--- src/rtl/fifo_pkg.sv ---
// Shared types and constants for the FIFO read-side streaming adapter.
package fifo_pkg;

  typedef enum logic [1:0] {
    IDLE = 2'd0,
    RUN  = 2'd1,
    STOP = 2'd2
  } rd_state_t;

  localparam int READ_LATENCY = 1;
  localparam int RD_BUF_DEPTH = 2;

endpackage

--- src/rtl/fifo_reader_buf.sv ---
// Two-entry in-order holding buffer between the FIFO read port and the output stream.
module fifo_reader_buf
  import fifo_pkg::*;
#(
  parameter int DATA_WIDTH = 8
) (
  input  logic                  clk_i,
  input  logic                  srst_i,
  input  logic                  push_i,
  input  logic [DATA_WIDTH-1:0] push_data_i,
  input  logic                  pop_i,
  output logic [DATA_WIDTH-1:0] head_o,
  output logic [1:0]            count_o
);

  logic [DATA_WIDTH-1:0] mem_q [RD_BUF_DEPTH];
  logic [DATA_WIDTH-1:0] mem_d [RD_BUF_DEPTH];
  logic                  rd_ptr_q, rd_ptr_d;
  logic                  wr_ptr_q, wr_ptr_d;
  logic [1:0]            count_q, count_d;

  // Push and pop may coincide; the occupancy check upstream keeps count within 0..2.
  always_comb begin
    mem_d    = mem_q;
    rd_ptr_d = rd_ptr_q;
    wr_ptr_d = wr_ptr_q;
    if (push_i) begin
      mem_d[wr_ptr_q] = push_data_i;
      wr_ptr_d        = ~wr_ptr_q;
    end else begin
      wr_ptr_d = wr_ptr_q;
    end
    if (pop_i) begin
      rd_ptr_d = ~rd_ptr_q;
    end else begin
      rd_ptr_d = rd_ptr_q;
    end
    count_d = count_q + {1'b0, push_i} - {1'b0, pop_i};
  end

  always_ff @(posedge clk_i) begin
    if (srst_i) begin
      for (int i = 0; i < RD_BUF_DEPTH; i++) begin
        mem_q[i] <= {DATA_WIDTH{1'b0}};
      end
      rd_ptr_q <= 1'b0;
      wr_ptr_q <= 1'b0;
      count_q  <= 2'd0;
    end else begin
      mem_q    <= mem_d;
      rd_ptr_q <= rd_ptr_d;
      wr_ptr_q <= wr_ptr_d;
      count_q  <= count_d;
    end
  end

  assign head_o  = mem_q[rd_ptr_q];
  assign count_o = count_q;

endmodule

--- src/rtl/fifo_reader.sv ---
// Pulls words from a one-cycle-latency FIFO and presents them as a valid/ready stream.
module fifo_reader
  import fifo_pkg::*;
#(
  parameter int DATA_WIDTH = 8,
  parameter int CNT_WIDTH  = 16
) (
  input  logic                  aclk,
  input  logic                  areset,
  input  logic                  enable,
  input  logic                  fifo_empty,
  output logic                  fifo_rd_en,
  input  logic [DATA_WIDTH-1:0] fifo_rd_data,
  output logic                  m_valid,
  input  logic                  m_ready,
  output logic [DATA_WIDTH-1:0] m_data,
  output logic                  drained,
  output logic [CNT_WIDTH-1:0]  beat_cnt,
  output logic [CNT_WIDTH-1:0]  starve_cnt
);

  rd_state_t               state_q, state_d;
  logic [READ_LATENCY-1:0] inflight_q, inflight_d;
  logic [CNT_WIDTH-1:0]    beat_cnt_q, beat_cnt_d;
  logic [CNT_WIDTH-1:0]    starve_cnt_q, starve_cnt_d;
  logic [DATA_WIDTH-1:0]   buf_head;
  logic [1:0]              buf_count;
  logic                    pop;
  logic [2:0]              occupancy;

  fifo_reader_buf #(
    .DATA_WIDTH (DATA_WIDTH)
  ) u_buf (
    .clk_i       (aclk),
    .srst_i      (areset),
    .push_i      (inflight_q[0]),
    .push_data_i (fifo_rd_data),
    .pop_i       (pop),
    .head_o      (buf_head),
    .count_o     (buf_count)
  );

  assign m_valid = ~areset & (buf_count != 2'd0);
  assign m_data  = areset ? {DATA_WIDTH{1'b0}} : buf_head;
  assign pop     = m_valid & m_ready;

  // Words held after this edge: buffered plus the one landing now, minus the one leaving.
  assign occupancy  = {1'b0, buf_count} + {2'b00, inflight_q[0]} - {2'b00, pop};
  assign fifo_rd_en = enable & ~fifo_empty & ~areset & (state_q != STOP) & (occupancy <= 3'd1);
  assign inflight_d = fifo_rd_en;
  assign drained    = ~areset & (state_q == IDLE) & ~enable;

  always_comb begin
    state_d = state_q;
    case (state_q)
      IDLE: begin
        if (enable) state_d = RUN;
        else        state_d = IDLE;
      end
      RUN: begin
        if (!enable) state_d = STOP;
        else         state_d = RUN;
      end
      STOP: begin
        if (enable)                                       state_d = RUN;
        else if ((occupancy == 3'd0) && !inflight_d[0])   state_d = IDLE;
        else                                              state_d = STOP;
      end
      default: state_d = IDLE;
    endcase
  end

  always_comb begin
    beat_cnt_d   = beat_cnt_q;
    starve_cnt_d = starve_cnt_q;
    if (pop) begin
      beat_cnt_d = beat_cnt_q + CNT_WIDTH'(1);
    end else begin
      beat_cnt_d = beat_cnt_q;
    end
    if ((state_q == RUN) && m_ready && !m_valid && (starve_cnt_q != {CNT_WIDTH{1'b1}})) begin
      starve_cnt_d = starve_cnt_q + CNT_WIDTH'(1);
    end else begin
      starve_cnt_d = starve_cnt_q;
    end
  end

  always_ff @(posedge aclk) begin
    if (areset) begin
      state_q      <= IDLE;
      inflight_q   <= {READ_LATENCY{1'b0}};
      beat_cnt_q   <= {CNT_WIDTH{1'b0}};
      starve_cnt_q <= {CNT_WIDTH{1'b0}};
    end else begin
      state_q      <= state_d;
      inflight_q   <= inflight_d;
      beat_cnt_q   <= beat_cnt_d;
      starve_cnt_q <= starve_cnt_d;
    end
  end

  assign beat_cnt   = beat_cnt_q;
  assign starve_cnt = starve_cnt_q;

endmodule

--- config.mk ---
export PLATFORM = sky130hd
export DESIGN_NAME = fifo_reader
export DESIGN_NICKNAME = d
export VERILOG_FILES = /design/src/rtl/fifo_pkg.sv /design/src/rtl/fifo_reader_buf.sv /design/src/rtl/fifo_reader.sv
export SDC_FILE = /design/constraint.sdc
export NUM_CORES = 1
export LEC_CHECK = 0
export BUFFER_PORTS_ARGS = -buffer_cell sky130_fd_sc_hd__buf_2
export CAP_MARGIN = 25
export CORE_MARGIN = 5
export CORE_UTILIZATION = 45
export CTS_CLUSTER_SIZE = 8
export DETAILED_ROUTE_END_ITERATION = 7
export GPL_ROUTABILITY_DRIVEN = 0
export PLACE_DENSITY_LB_ADDON = 0.25
export SETUP_SLACK_MARGIN = 0.02
export SLEW_MARGIN = 20
export SYNTH_ARGS = -nofsm -noshare
export SYNTH_HDL_FRONTEND = slang
export SYNTH_SLANG_ARGS = --single-unit
--- constraint.sdc ---
create_clock -name aclk -period 3 [get_ports aclk]
set_clock_uncertainty 0.2 [all_clocks]
set_input_delay 0.6 -clock aclk [delete_from_list [all_inputs] [get_ports aclk]]
set_output_delay 0.6 -clock aclk [all_outputs]
set_load 0.02 [all_outputs]
==> metrics.md <==
| Metric | Value |
|---|---|
| Status | finished, violations left |
| Failing checks | setup timing |
| Commonest non-fill, non-tap cell in the layout | buf_2 |
| Final min period | 3.24 ns |
| Cell area after synthesis | 2600 µm² |
| Post-synthesis async set-or-reset flop share | 0% |
| Sw Ratio | approximately 25% |
| Final Max Tran Viols | 0 |
| Design area | approximately 3200 µm² |
| First-pass GRT wire length | about 9.4 mm |
| # fillers | 535 |
| Clk sinks | 55 |
| Synth top area share | 42.4% |
| Total GRT Usage | between 10% and 20% |
| Clock latency on the worst-skew pair | about 0.30 ns |
| Die Area | 7400 µm² |
| Non-Filler Instances | 440 |
| Critical Path RT | roughly 2.2 ns |
| DRC Markers | 0 |
| Area delta synth->final | 21.6% |
| Largest delay contributor family on the critical path | adder cells |
| Antenna violations before repair | 0 |
| Slew margin rel. | 46.9% |
| Hold Crit Class | flip-flop to flip-flop |
| TritonRoute pass-1 iters | 4 |
| Int Pwr | 1.09 mW |
| Number of global-route vias before repair | 2,067 |
| CTS tree | built |
| First-iteration detailed-routing DRC count | 104 |
| CP Launch Type | input pin |
| Final setup fails | 1 |
| Post-layout util | a little under three fifths |
| Dpl ws | -0.308 ns |
| Yosys top cell by area | dfxtp_1 |
| Starting Density | a little under half |
| Fmax | between 300 and 400 MHz |
| Number of synthesized register bits | between 50 and 60 |
| Total CTS buffers | 5 |
| Most area-consuming cells after synthesis | dfxtp_1 42%, a21oi_1 7.3%, nand2_1 5.1% |
| Worst flop-to-flop path startpoint | u_buf.count_o[0] |
| Crit path depth | 12 |
| Top Ports | 56 |
| Crit path largest cell delay | between 0.4 and 0.5 ns |
| Via count | approximately 2,400 |
| Most frequent cells in the layout | 54 x buf_2, 53 x dfxtp_1, 38 x a21oi_1 |
| Detailed Route WL | about 5.7 mm |
| Mapped Avg Cell Area | 8.36 µm² |
| Vias per cell | between 5 and 6 |
| RSZ-0062 raised after global routing | yes |
| DR WL/cell | ~13 µm |
| Worst setup margin | -0.237 ns |
| Wire length on met3 | between 200 and 300 µm |
| Met2 routed WL | around 2.7 mm |
| Largest net degree at the start of global routing | around 70 |
| Max-cap violation count | 0 |
| Syn. warnings | 0 |
| Top layer in use | met4 |
| Antenna-violating nets left | 0 |
| Crit path buf inv count | 5 |
| Reg2Reg Capture Point | state_q[1] |
| Slowest cell on crit path | fa_2 |
| R2R depth | 12 |
| Rows | 27 |
| Pleak | approximately 1.2 nW |
| Clock share of power | 33.3% |
| H-tree levels | 2 |
| Net Switching | between 0.3 and 0.4 mW |
| CP Max Fanout | 2 |
| Crit path capture | fifo_rd_en |
| Instance count of the mapped netlist | a little over 300 |
| Post-Route M1 WL | roughly 2.7 mm |
| Top FF cell, synth | dfxtp_1 |
| Hold Path Depth | 2 |
| Root Buffer | clkbuf_8 |
| CP Class | input pin to output pin |
| Max Buffers Root-to-Sink | 2 |
| Seq. cell area | approximately 1100 µm² |
| Post-synth EDFFs | 0 |
| Final #Nets | 385 |
| Reg2Reg Setup Slack | around 0.61 ns |
| Maximum VDD drop | between 200 and 300 µV |
| DIE WIDTH | 86.0 µm |
| Worst-margin pin slew | slightly below 0.8 ns |
| Seq/Total Area, Yosys | between 40% and 50% |
| Part of the power in registers | 52.7% |
| Core ar. | between 5000 and 6000 µm² |
| Grt total ovfl | 0 |
| DP Area | slightly above 3000 µm² |
| Buffers on Ports | 55 |
| Pwr dens | about 460 nW/µm² |
| HPWL Detailed | a little over 4 mm |
| Crit path from | areset |
| Cts hold-fix bufs | 0 |
| CP Data Arrival Time | between 2 and 2.5 ns |
| N_diodes | 0 |
| Hold Vio Cnt, Final | 0 |
| Worst path cell trace | buf_2, o21bai_4, inv_2, nand2_4, inv_2, ha_4, inv_2, ha_4, fa_2, nand2b_4, nor4b_4, buf_4 |
| Crit. End Element | output pin |
| Comb pwr share | around 14% |
| Post-Place Cells | between 400 and 500 |
| Clock-pin slew on the worst setup and hold paths | around 0.09 ns |
| Die extent in y | about 86 µm |
| Multi-input logic area | between 1000 and 1500 µm² |
| Syn nets | about 330 |
| Library cells used by synthesis | 37 |
| Layout cells sized above 1 | roughly a quarter |
| Critical path's most frequent cell | inv_2 |
| Crit share post-route | 108% |
## worst min path at each step
stage	from	end
4_1_cts	u_buf.mem_q[12]	u_buf.mem_q[12]
5_1_grt	enable	state_q[1]
3_3_place_gp	u_buf.mem_q[8]	u_buf.mem_q[8]
2_1_floorplan	u_buf.mem_q[10]	u_buf.mem_q[10]
3_5_place_dp	u_buf.mem_q[12]	u_buf.mem_q[12]
6_report	u_buf.mem_q[12]	u_buf.mem_q[12]
## layer usage
layer,GRT usage (%),vias to the layer above
met4,4.32,0
met2,24.9,50
met1,20.1,1105
met5,0,-
li1,-,1224
met3,4.32,2
## stage by stage
step	hold slack (ns)	total power [mW]	TNS [ns]
finish	0.256	1.46	-0.237
global route	0.262	1.54	-0.292
CTS	0.260	1.49	-0.272
detailed placement	0.246	0.989	-0.308
global placement	0.242	0.984	-0.252
floorplan	0.236	0.924	-0.268
## power groups by stage
stage	combinational [mW]	sequential, mW	clock [mW]
2_1_floorplan	0.142	0.782	0
3_3_place_gp	0.196	0.788	0
3_5_place_dp	0.200	0.789	0
4_1_cts	0.208	0.773	0.507
5_1_grt	0.226	0.776	0.537
6_report	0.205	0.772	0.487
## area by class of cell
cell class	count	area share [%]
tap	72	2.85
sequential	55	34.9
multi-input combinational	229	46.1
inverter	10	1.19
timing repair buffer	66	11.4
clock buffer	5	2.18
clock inverter	3	1.39
## worst min-delay path, cell delays in order (launching register included)
cell and delay (ns):
dfxtp_1 0.32, nand2_1 0.05, a21oi_1 0.05
## Yosys cell counts (4+ instances only)
library cell / number
xor2_1: 9
nand3_1: 19
nand2_1: 35
nand4_1: 11
mux2i_1: 8
a21oi_1: 38
and3_1: 4
nor2_1: 20
clkbuf_1: 10
nor2b_1: 6
ha_1: 4
o21ai_0: 10
o31ai_1: 11
nor4b_1: 4
and4_1: 4
nand2b_1: 6
or4_1: 11
dfxtp_1: 55
or3_1: 9
inv_1: 9
buf_2: 4
## what timing repair did
item,in CTS,in global routing
endpoints found under the setup margin,1,1
setup buffers,2,0
resized for setup,3,0
pin swaps,4,1
## state kept, by name (all words and copies together), names as in the netlist
name,count
beat_cnt,16
inflight_q,1
u_buf.count_o,2
starve_cnt,16
u_buf.mem_q,16
u_buf.rd_ptr_q,1
state_q,2
u_buf.wr_ptr_q,1
## cell families (layout without fill, tap and decap cells)
logic type	count (synthesis)	count (layout)	synth area share (%)
buffers and inverters	27	84	4.09
DFF	55	55	42.4
adders and majority gates	5	5	2.70
muxes	11	11	4.38
and+or+nand+nor	141	141	29.4
AOI/OAI and AO/OA	63	63	14.1
xor gates and xnor gates	9	9	3.03
Note: power is estimated with default switching activity, not from simulation.
